## src/rtl/scan_seq_pkg.sv

```systemverilog
// -----------------------------------------------------------------------------
// scan_seq_pkg
//   Shared definitions for the raster-scan sequencer.
//
//   Contents:
//     state_t     - sequencer FSM state encoding (IDLE / RUN / DONE)
//     width_of()  - counter width for a 0..n-1 range, never below 1 bit
// -----------------------------------------------------------------------------
package scan_seq_pkg;

  typedef enum logic [1:0] {
    IDLE = 2'd0,
    RUN  = 2'd1,
    DONE = 2'd2
  } state_t;

  // A range of one value (n == 1) still needs a 1-bit register, so $clog2
  // alone is not enough here.
  function automatic int width_of(input int n);
    if (n > 1) begin
      return $clog2(n);
    end
    return 1;
  endfunction

endpackage : scan_seq_pkg

```

## src/rtl/iter.sv

```systemverilog
// -----------------------------------------------------------------------------
// iter
//   Single up-counting iterator running 0..MAX_VALUE.
//
//   Parameters:
//     MAX_VALUE - last value the iterator reaches
//     WIDTH     - counter width (must hold MAX_VALUE)
//
//   Ports:
//     clk      in   clock
//     reset    in   synchronous clear to 0 (the owner ORs its own clear terms
//                   into this input); has priority over advance
//     advance  in   step the iterator by one
//     value    out  current iterator value
//     done     out  value == MAX_VALUE
// -----------------------------------------------------------------------------
module iter
  import scan_seq_pkg::*;
#(
  parameter int MAX_VALUE = 1,
  parameter int WIDTH     = 1
) (
  input  logic             clk,
  input  logic             reset,
  input  logic             advance,
  output logic [WIDTH-1:0] value,
  output logic             done
);

  localparam logic [WIDTH-1:0] MAX_V = WIDTH'(MAX_VALUE);

  logic [WIDTH-1:0] value_reg;
  logic [WIDTH-1:0] value_next;
  logic             at_max;

  assign at_max = (value_reg == MAX_V);

  // The iterator saturates at MAX_VALUE instead of wrapping; the owner is
  // expected to clear it explicitly when it moves past the end of the range.
  always_comb begin
    value_next = value_reg;
    if (advance && !at_max) begin
      value_next = value_reg + 1'b1;
    end
  end

  always_ff @(posedge clk) begin
    if (reset) begin
      value_reg <= '0;
    end else begin
      value_reg <= value_next;
    end
  end

  assign value = value_reg;
  assign done  = at_max;

endmodule : iter

```

## src/rtl/scan_seq.sv

```systemverilog
// -----------------------------------------------------------------------------
// scan_seq
//   Raster-scan sequencer: walks x (inner, 0..COLS-1) and y (outer,
//   0..ROWS-1) over a COLS x ROWS region, one coordinate per valid/ready
//   transfer, and pulses done for one cycle after the final transfer.
//
//   Optional feature macro: SCAN_SEQ_ABORT_EN
//     When defined, adds an `abort` input that ends a running scan
//     immediately (no done pulse). Undefined: no abort port.
//
//   Parameters:
//     COLS, ROWS        - region size (each >= 1)
//     X_WIDTH, Y_WIDTH  - coordinate widths (>= 1)
//
//   Ports:
//     clk        in   clock
//     reset      in   synchronous active-high reset
//     abort      in   (SCAN_SEQ_ABORT_EN only) cancel a running scan
//     start      in   request a scan; accepted only in IDLE
//     busy       out  high in RUN and DONE
//     out_valid  out  x/y/eol/last are valid
//     out_ready  in   consumer accepts the current coordinate
//     x, y       out  current coordinate
//     eol        out  last column of a row (qualified by out_valid)
//     last       out  last coordinate of the scan (qualified by out_valid)
//     done       out  one-cycle pulse after the final transfer
// -----------------------------------------------------------------------------
module scan_seq
  import scan_seq_pkg::*;
#(
  parameter int COLS    = 640,
  parameter int ROWS    = 480,
  parameter int X_WIDTH = width_of(COLS),
  parameter int Y_WIDTH = width_of(ROWS)
) (
  input  logic               clk,
  input  logic               reset,
`ifdef SCAN_SEQ_ABORT_EN
  input  logic               abort,
`endif
  input  logic               start,
  output logic               busy,
  output logic               out_valid,
  input  logic               out_ready,
  output logic [X_WIDTH-1:0] x,
  output logic [Y_WIDTH-1:0] y,
  output logic               eol,
  output logic               last,
  output logic               done
);

  state_t state_reg;
  state_t state_next;

  logic in_run;
  logic transfer;
  logic start_ok;
  logic abort_run;

  logic x_done;
  logic y_done;
  logic eol_raw;
  logic last_raw;

  logic x_clear;
  logic y_clear;
  logic y_advance;

  logic [X_WIDTH-1:0] x_value;
  logic [Y_WIDTH-1:0] y_value;

  assign in_run   = (state_reg == RUN);
  assign transfer = in_run & out_ready;

`ifdef SCAN_SEQ_ABORT_EN
  // abort only matters while a scan is running, and wins over a
  // simultaneous start in IDLE.
  assign abort_run = in_run & abort;
  assign start_ok  = (state_reg == IDLE) & start & ~abort;
`else
  assign abort_run = 1'b0;
  assign start_ok  = (state_reg == IDLE) & start;
`endif

  assign eol_raw  = x_done;
  assign last_raw = x_done & y_done;

  // Each iterator is reset whenever a scan (re)starts or leaves its range;
  // nothing depends on a counter wrapping on its own.
  assign x_clear   = reset | start_ok | (transfer & eol_raw)  | abort_run;
  assign y_clear   = reset | start_ok | (transfer & last_raw) | abort_run;
  assign y_advance = transfer & eol_raw;

  iter #(
    .MAX_VALUE (COLS - 1),
    .WIDTH     (X_WIDTH)
  ) u_x_iter (
    .clk     (clk),
    .reset   (x_clear),
    .advance (transfer),
    .value   (x_value),
    .done    (x_done)
  );

  iter #(
    .MAX_VALUE (ROWS - 1),
    .WIDTH     (Y_WIDTH)
  ) u_y_iter (
    .clk     (clk),
    .reset   (y_clear),
    .advance (y_advance),
    .value   (y_value),
    .done    (y_done)
  );

  // ---------------------------------------------------------------------------
  // Sequencer FSM
  // ---------------------------------------------------------------------------
  always_ff @(posedge clk) begin
    if (reset) begin
      state_reg <= IDLE;
    end else begin
      state_reg <= state_next;
    end
  end

  always_comb begin
    state_next = state_reg;
    case (state_reg)
      IDLE: begin
        if (start_ok) begin
          state_next = RUN;
        end
      end
      RUN: begin
        if (abort_run) begin
          state_next = IDLE;
        end else if (transfer && last_raw) begin
          state_next = DONE;
        end
      end
      DONE: begin
        // start is deliberately not looked at here.
        state_next = IDLE;
      end
      default: begin
        state_next = IDLE;
      end
    endcase
  end

  // ---------------------------------------------------------------------------
  // Outputs (all derived from registered state)
  // ---------------------------------------------------------------------------
  assign busy      = (state_reg == RUN) | (state_reg == DONE);
  assign out_valid = in_run;
  assign done      = (state_reg == DONE);
  assign x         = x_value;
  assign y         = y_value;
  // With COLS == 1 the x iterator is permanently at its end, so the flags are
  // gated to stay quiet outside RUN.
  assign eol       = in_run & eol_raw;
  assign last      = in_run & last_raw;

endmodule : scan_seq

```

## config.mk

```make
export PLATFORM = sky130hd
export DESIGN_NAME = scan_seq
export DESIGN_NICKNAME = d
export VERILOG_FILES = /design/src/rtl/scan_seq_pkg.sv /design/src/rtl/iter.sv /design/src/rtl/scan_seq.sv
export SDC_FILE = /design/constraint.sdc
export NUM_CORES = 1
export LEC_CHECK = 0
export ABC_AREA = 1
export CAP_MARGIN = 25
export CELL_PAD_IN_SITES_DETAIL_PLACEMENT = 0
export CELL_PAD_IN_SITES_GLOBAL_PLACEMENT = 1
export CORE_UTILIZATION = 35
export DETAILED_ROUTE_END_ITERATION = 6
export GPL_TIMING_DRIVEN = 0
export PLACE_DENSITY_LB_ADDON = 0.1
export SLEW_MARGIN = 10
export SYNTH_ARGS = -nofsm -noshare
export SYNTH_HDL_FRONTEND = slang
export SYNTH_HIERARCHICAL = 1
export SYNTH_SLANG_ARGS = --single-unit
```

## constraint.sdc

```tcl
create_clock -name clk -period 2.4 [get_ports clk]
set_input_delay 0.48 -clock clk [delete_from_list [all_inputs] [get_ports clk]]
set_output_delay 0.48 -clock clk [all_outputs]
set_load 0.1 [all_outputs]
```

* Word level (Yosys, flattened, before mapping) *
Index checks and enable logic that the tools add are counted.
Widths: inputs -> output; s select.

storage, ports and cells
  register bits = 21
  output and inout bits = 24
  bits in latches = 0
  bits of input ports = 4
  memory bits (writable) = 0
  ROM bits = 0
  logic and storage cells = 32
  memories kept = 0

operators by class
  equality and inequality tests = 6
  div/mod/pow operators = 0
  add/subtract/negate cells = 2
  $lt $le $gt $ge = 0
  bitwise operators = 11
  mux-type cells = 3
  $mul = 0
  reductions and logical operators = 7
  shift operators = 0

operator list
  cell                   count
  $add 10x1->10 const B  1
  $eq 10x10->1 const B   1
  $add 9x1->9 const B    1
  $eq 9x9->1 const B     1
  $and 1x1->1            7
  $mux 2                 2
  $or 1x1->1             4
  $pmux 2 s2             1
  $logic_and 1x1->1      3
  $eq 2x1->1 const B     1
  $eq 2x2->1 const B     1
  $logic_not 1->1        2
  $logic_not 2->1        1
  $ne 2x1->1 const B     1
  $ne 2x2->1 const B     1
  $reduce_and 2->1       1

* Longest topological paths before layout *
  word-level depth = 5
  gate-level depth with buffers = 14
  depth with buffers taken out = 13

* By module *
Netlist, hierarchy kept.

modules (own cells, without submodules)
  module           area each (um^2)  instances  cells an instance  seq. area each (um^2)
  iter (u_x_iter)  585.6             1          93                 200.2
  iter (u_y_iter)  523.0             1          81                 180.2
  scan_seq         250.2             1          35                 40.0

* Worst setup path after synthesis *
No wires, ideal clock.

  path type = reg-to-output
  start = register u_x_iter.value_reg[1] (netlist: u_x_iter/value[1])
  end = output last
  data required time = 1.920 ns
  data arrival time = 3.151 ns
  cell stages (with the launch flop) = 8
  slack = -1.231 ns
  path buffers = 0
  path through = dfxtp_1 ha_1 nand2_2 nor2_4 nand2_4 inv_1 nand2_2 nor2_1

between the ends
  word-level cells in the longest chain between the ends = 3

ends and longest elaborated chain
  what                    RTL line         RTL
  from (decl)             iter.sv:32       logic [WIDTH-1:0] value_reg;
  from (signal assigned)  iter.sv:51       value_reg <= value_next;
  $eq 10x10->1            iter.sv:36       assign at_max = (value_reg == MAX_V);
  net eol_raw             scan_seq.sv:62   logic eol_raw;
  $and 1x1->1             scan_seq.sv:86   assign last_raw = x_done & y_done;
  $and 1x1->1             scan_seq.sv:163  assign last = in_run & last_raw;
  to (decl)               scan_seq.sv:48   output logic last,

The timed path passes the listed nets, and every way through them passes these cells.

* Final worst setup path *
  start = register u_y_iter.value_reg[5] (netlist: u_y_iter/value[5])
  end = output y[5]

RTL lines
  what                    RTL line        RTL
  from (decl)             iter.sv:32
  from (signal assigned)  iter.sv:51
  to (decl)               scan_seq.sv:46  output logic [Y_WIDTH-1:0] y,

No word-level cell between the ends.

==> flow_summary.json <==
{
  "drtAntennaViolNets": 0,
  "synth_nets": 220,
  "drive_above_1_share_pct": 17.9,
  "via_per_inst": 4.58,
  "hold_path_class": "flop to flop",
  "syn_area_mm2": 0.00136,
  "antenna_found_initial": 0,
  "finalCritPeriodShare_pct": 98.0,
  "crit_slowest_cell": "clkdlybuf4s50_1",
  "crit_arrival_ns": 1.87,
  "synth-seq-cells": 21,
  "holdWs_ns": 0.478,
  "rr_worst_depth": 14,
  "worstHoldEndpoint": "u_x_iter/value[7]$_SDFFE_PP0P_",
  "die_h_um": 64.3,
  "grt_max_degree": 12,
  "clk_latency_ns": 0.26,
  "synth_top_family_by_area": "simple AND/OR/NAND/NOR gates",
  "drt_iter0_drc": 49,
  "synth_mux_area_share_pct": 0,
  "syn_inst": 209,
  "fmax_mhz": 425,
  "cts_tree": "yes",
  "required_ns": 1.92,
  "final_cell_mix": "nand2_1 (53), nor2_1 (32), inv_1 (30)",
  "largest_reg_flops": 10,
  "min_delay_path_depth": 2,
  "rr_endpoint": "u_y_iter/value[7]$_SDFFE_PP0P_",
  "cp_top_family": "buffers and inverters",
  "start_kind": "flop",
  "die_area_mm2": 0.00414,
  "num_rows": 22,
  "final_common_cell": "nand2_1",
  "fin_nets": 252,
  "io_buffers": 27,
  "pre_cts_slack_ns": -0.458,
  "timing.rr.start": "u_x_iter/value[0]$_SDFFE_PP0P_",
  "grt_pass1_wl_mm": 5.33,
  "gp_congestion": 0.775,
  "drt-wirelength-per-cell_um": 10.5,
  "grt_usage_pct": 16.3,
  "first_global_vias": 1222,
  "hold_viol": 0,
  "path_max_fanout": 7,
  "yosys.area_share.adder_pct": 6.45,
  "irDropWorstVdd_mv": 1.03,
  "finClkSkew_ns": 0.00193,
  "p_leak_nw": 0.708,
  "min_period_ns": 2.35,
  "cts_setup_buffers": 0,
  "rrSetupSlack_ns": 0.30,
  "cp-end-kind": "output port",
  "status": "finished, final reports clean",
  "io_pins": 28,
  "crit_type": "flop to output port",
  "drtPass1Iterations": 4,
  "clockRootBuffer": "clkbuf_8",
  "utilization_pct": 48.1,
  "slowest_delay_ns": 1.18,
  "power_density_mw_per_mm2": 714,
  "syn_area_per_cell_um2": 6.50,
  "drt-total-wl_mm": 3.01,
  "layout_setup_ws_ns": 0.0483,
  "synth_xor_area_share_pct": 0.645,
  "crit_buf_inv": 1,
  "maxCapViolations": 0,
  "cts_buffers": 3,
  "cts_htree_levels": 1,
  "clk_pin_slew_ns": 0.08,
  "initial_core_util_pct": 36.8,
  "hold_start": "u_x_iter/value[7]$_SDFFE_PP0P_",
  "route.detailed.drc": 0,
  "worstPathCellList": "clkdlybuf4s50_1",
  "maxSlewHeadroom_pct": 34.1,
  "synthDistinctLibCells": 25,
  "grt_overflow": 0,
  "synth_compound_area_share_pct": 9.21,
  "worst_pin_slew_ns": 0.985,
  "ys.warnings.count": 6,
  "core_area_mm2": 0.00369,
  "clkSinkCount": 21,
  "fin_setup_tns_ns": 0,
  "drv_slew": 0,
  "antenna_cells": 0,
  "clockBufferDepth": 2,
  "dr_total_vias": 1318,
  "setup_viol": 0,
  "die-width_um": 64.3,
  "rsz0062_at_grt": "false",
  "dpl.hpwl_mm": 2.28,
  "synth_simple_gate_area_share_pct": 42.3,
  "syn_to_final_growth_pct": 30.6,
  "yosysSeqAreaShare_pct": 30.9
}
-- kinds of logic (layout without fill, tap and decap cells) --
family | after synthesis | in the layout
fa+ha+maj | 7 | 7
flops | 21 | 21
xor+xnor | 1 | 1
buf+inv | 36 | 67
simple gates | 122 | 122
compound gates | 22 | 22
-- metal layers --
| layer | wire [µm] | up-vias | global-route usage, % |
|---|---|---|---|
| li1 | - | 711 | - |
| met5 | 0 | - | 0 |
| met1 | 1530 | 581 | 20.5 |
| met2 | 1380 | 24 | 27.8 |
| met4 | 22 | 0 | 4.17 |
| met3 | 90 | 2 | 3.75 |
-- synth_stat cells --
cell	count	area [µm²]
nand2_2	3	18.8
a21oi_1	14	70.1
nor2_2	4	25.0
nand3_4	1	17.5
nor3_1	1	5.00
nor2_4	2	22.5
clkinv_1	1	3.75
xor2_1	1	8.76
nor2_1	33	124
o21ai_0	5	25.0
nand2_4	2	22.5
nand3_1	18	90.1
dfxtp_1	21	420
nand2_8	1	20.0
nand3_2	1	10.0
a31oi_1	1	6.26
buf_4	2	15.0
ha_1	7	87.6
inv_1	31	116
nand4_1	2	12.5
nand3b_1	1	7.51
o21ai_1	1	5.00
inv_2	2	7.51
o21bai_4	1	18.8
nand2_1	53	199
-- cell type report --
| class | count | area [µm²] |
|---|---|---|
| well taps | 48 | 60.1 |
| flip-flops and latches | 21 | 445 |
| repair buffers | 27 | 267 |
| inverters | 34 | 131 |
| multi-input cells | 152 | 811 |
| clock buffers | 4 | 45.0 |
| plain buffers | 2 | 15.0 |
| fillers | 399 | 1910 |
-- through the flow --
step / cells / total power [mW] / instance area (µm²)
floorplan: 209 / 0.952 / 1400
global placement: 284 / 1.05 / 1730
detailed placement: 284 / 1.06 / 1730
CTS: 288 / 1.28 / 1760
global route: 288 / 1.34 / 1770
finish: 288 / 1.27 / 1770
-- how the worst max path moves through the flow --
stage | start | end | slack, ns | depth (start not counted)
global route | u_x_iter/value[0]$_SDFFE_PP0P_ | eol | 0.003 | 8
detailed placement | u_x_iter/value[0]$_SDFFE_PP0P_ | last | -0.46 | 8
CTS | state_reg[0]$_SDFFE_PP0P_ | busy | 0.02 | 3
global placement | u_x_iter/value[0]$_SDFFE_PP0P_ | last | -0.47 | 8
finish | u_y_iter/value[5]$_SDFFE_PP0P_ | y[5] | 0.05 | 1
floorplan | u_y_iter/value[7]$_SDFFE_PP0P_ | last | -0.05 | 6
-- where the power goes --
part / leakage [nW] / total (mW) / switching (mW) / internal, mW
clock: 0.0228 / 0.236 / 0.118 / 0.118
combinational: 0.507 / 0.634 / 0.474 / 0.159
sequential: 0.178 / 0.397 / 0.0240 / 0.373
total: 0.708 / 1.27 / 0.616 / 0.650
-- repair_timing --
| item | CTS | global route |
|---|---|---|
| resized for setup | 15 | 3 |
| setup endpoints to repair | 5 | 3 |
| gates cloned | 0 | 0 |
| hold buffers | 0 | 0 |
| hold endpoints to repair | 0 | 0 |
(Power assumes the default switching activity.)
==> edit, RTL diff (same settings) <==
Add a define of `SCAN_SEQ_ABORT_EN`.
--- a/src/rtl/scan_seq.sv
+++ b/src/rtl/scan_seq.sv
@@ -25,6 +25,8 @@
 //     last       out  last coordinate of the scan (qualified by out_valid)
 //     done       out  one-cycle pulse after the final transfer
 // -----------------------------------------------------------------------------
+`define SCAN_SEQ_ABORT_EN
+
 module scan_seq
   import scan_seq_pkg::*;
 #(
Interface: changed (added abort); port bits go from 28 to 29. No check against the original RTL was run, so the function may have changed too.
==> edit against the unedited design <==
  * Worst setup slack better by 0.039 ns
  * Critical endpoint is now y[3]
  * Critical path type unchanged
  * Largest power group unchanged
  * Routed wire length decreased by 2.2%
  * Total power shrank 5.0%
  * Synthesized area down 1.8%
  * Sequential cell count unchanged
  * Synthesized cell count rose by 0.48%
  * Worst hold slack improved by 0.010 ns
  * Design area stayed put
  * Die area shrank 1.8%
==> edit: results (changes against the unedited design) <==
| Metric | Value |
|---|---|
| M3 GR Usage | 0.02143 (-0.01607) |
| Fraction of layout cells with a size suffix above 1 | 0.1901 (+0.01092) |
| Met2 Wirelength | 1356 um (-1.4%) |
| Starting DRT DRC Count | 61 (+24%) |
| Post-synthesis adder-cell area fraction | 0.05629 (-0.008172) |
| Filler cells | 393 (-1.5%) |
| Crit path time final | 2.313 ns (-0.03868 ns) |
| Total wire length | 2948 um (-2.2%) |
| Final std cells w/o fill | 290 (+0.69%) |
| Net Sw Frac | 0.4856 (-0.0007391) |
| Peak VDD IR | 0.7831 mV (-24%) |
| Final #Nets | 254 (+0.79%) |
| Outcome | complete, no violations |
| PortBufs | 28 (+3.7%) |
| Critical Path Sink | y[3] |
| Top cells by area, synth | dfxtp_1 (32%), nand2_1 (15%), nor2_1 (9.3%), inv_1 (8.7%), nand3_1 (6.8%) |
| Placer Congestion | 0.7688 (-0.75%) |
| Synth top cells by count | nand2_1 (54), nor2_1 (33), inv_1 (31) |
| P_leak | 0.0007227 uW (+2.0%) |
| Worst path arrival time | 1.83 ns (-0.04 ns) |
| Highest routed layer | met4 |
| Flop2flop setup slack | 0.33 ns (+0.03 ns) |
| Post-synthesis sequential area ratio | 0.3152 (+0.005805) |
| Met1 usage in global routing | 0.1985 (-0.006719) |
| Hold Slack | 0.4878 ns (+0.009992 ns) |
| Synth Area in XOR/XNOR | 0.006567 (+0.0001209) |
| Max Clock Skew | 0.005146 ns (+0.003220 ns) |
| Placed cell areas | 0.001720 sq mm (-0.43%) |
| Met1 WL | 1484 um (-2.7%) |
| Mean area per synthesized cell | 6.351 sq um (-2.3%) |
| HPWL Detailed | 2270 um (-0.63%) |
| Largest net degree at the start of global routing | 13 (+1) |
| Slowest stage delay, CP | 1.16 ns (-0.02 ns) |
| Vias in the first global route | 1,159 (-5.2%) |
| Max_slew headroom | 0.3521 (+0.01113) |
| First-pass GRT wire length | 4926 um (-7.6%) |
| Routed length on met3 | 75 um (-17%) |
edit: cell count changes in the layout (fill, tap and decap cells not counted), sizes merged:
cell / delta
o21ai: +2
nor2: +1
clkbuf: -1
o21bai: -1
ha: -1
clkinv: +1
inv: -1
nand2: +1
dlymetal6s2s: +1
edit: power groups by stage:
stage | clock network [uW] | logic, uW | registers [uW]
2_1_floorplan | 0 | 447 | 443
3_3_place_gp | 0 | 592 | 397
3_5_place_dp | 0 | 598 | 400
4_1_cts | 252 | 576 | 392
5_1_grt | 267 | 619 | 395
6_report | 236 | 575 | 392
edit: cell type report:
cell class,count,area share
plain buffers,2,0.008463
clock buffers,3,0.02327
clock inverters,1,0.002821
inverters,33,0.07193
multi-input cells,154,0.4422
flip-flops and latches,21,0.2553
well taps,48,0.03385
repair buffers,28,0.1622
edit: timing repair:
item | in CTS | in global routing
pin swaps | 0 | 1
resized for setup | 15 | 6
hold buffers | 0 | 0
endpoints found under the setup margin | 5 | 8
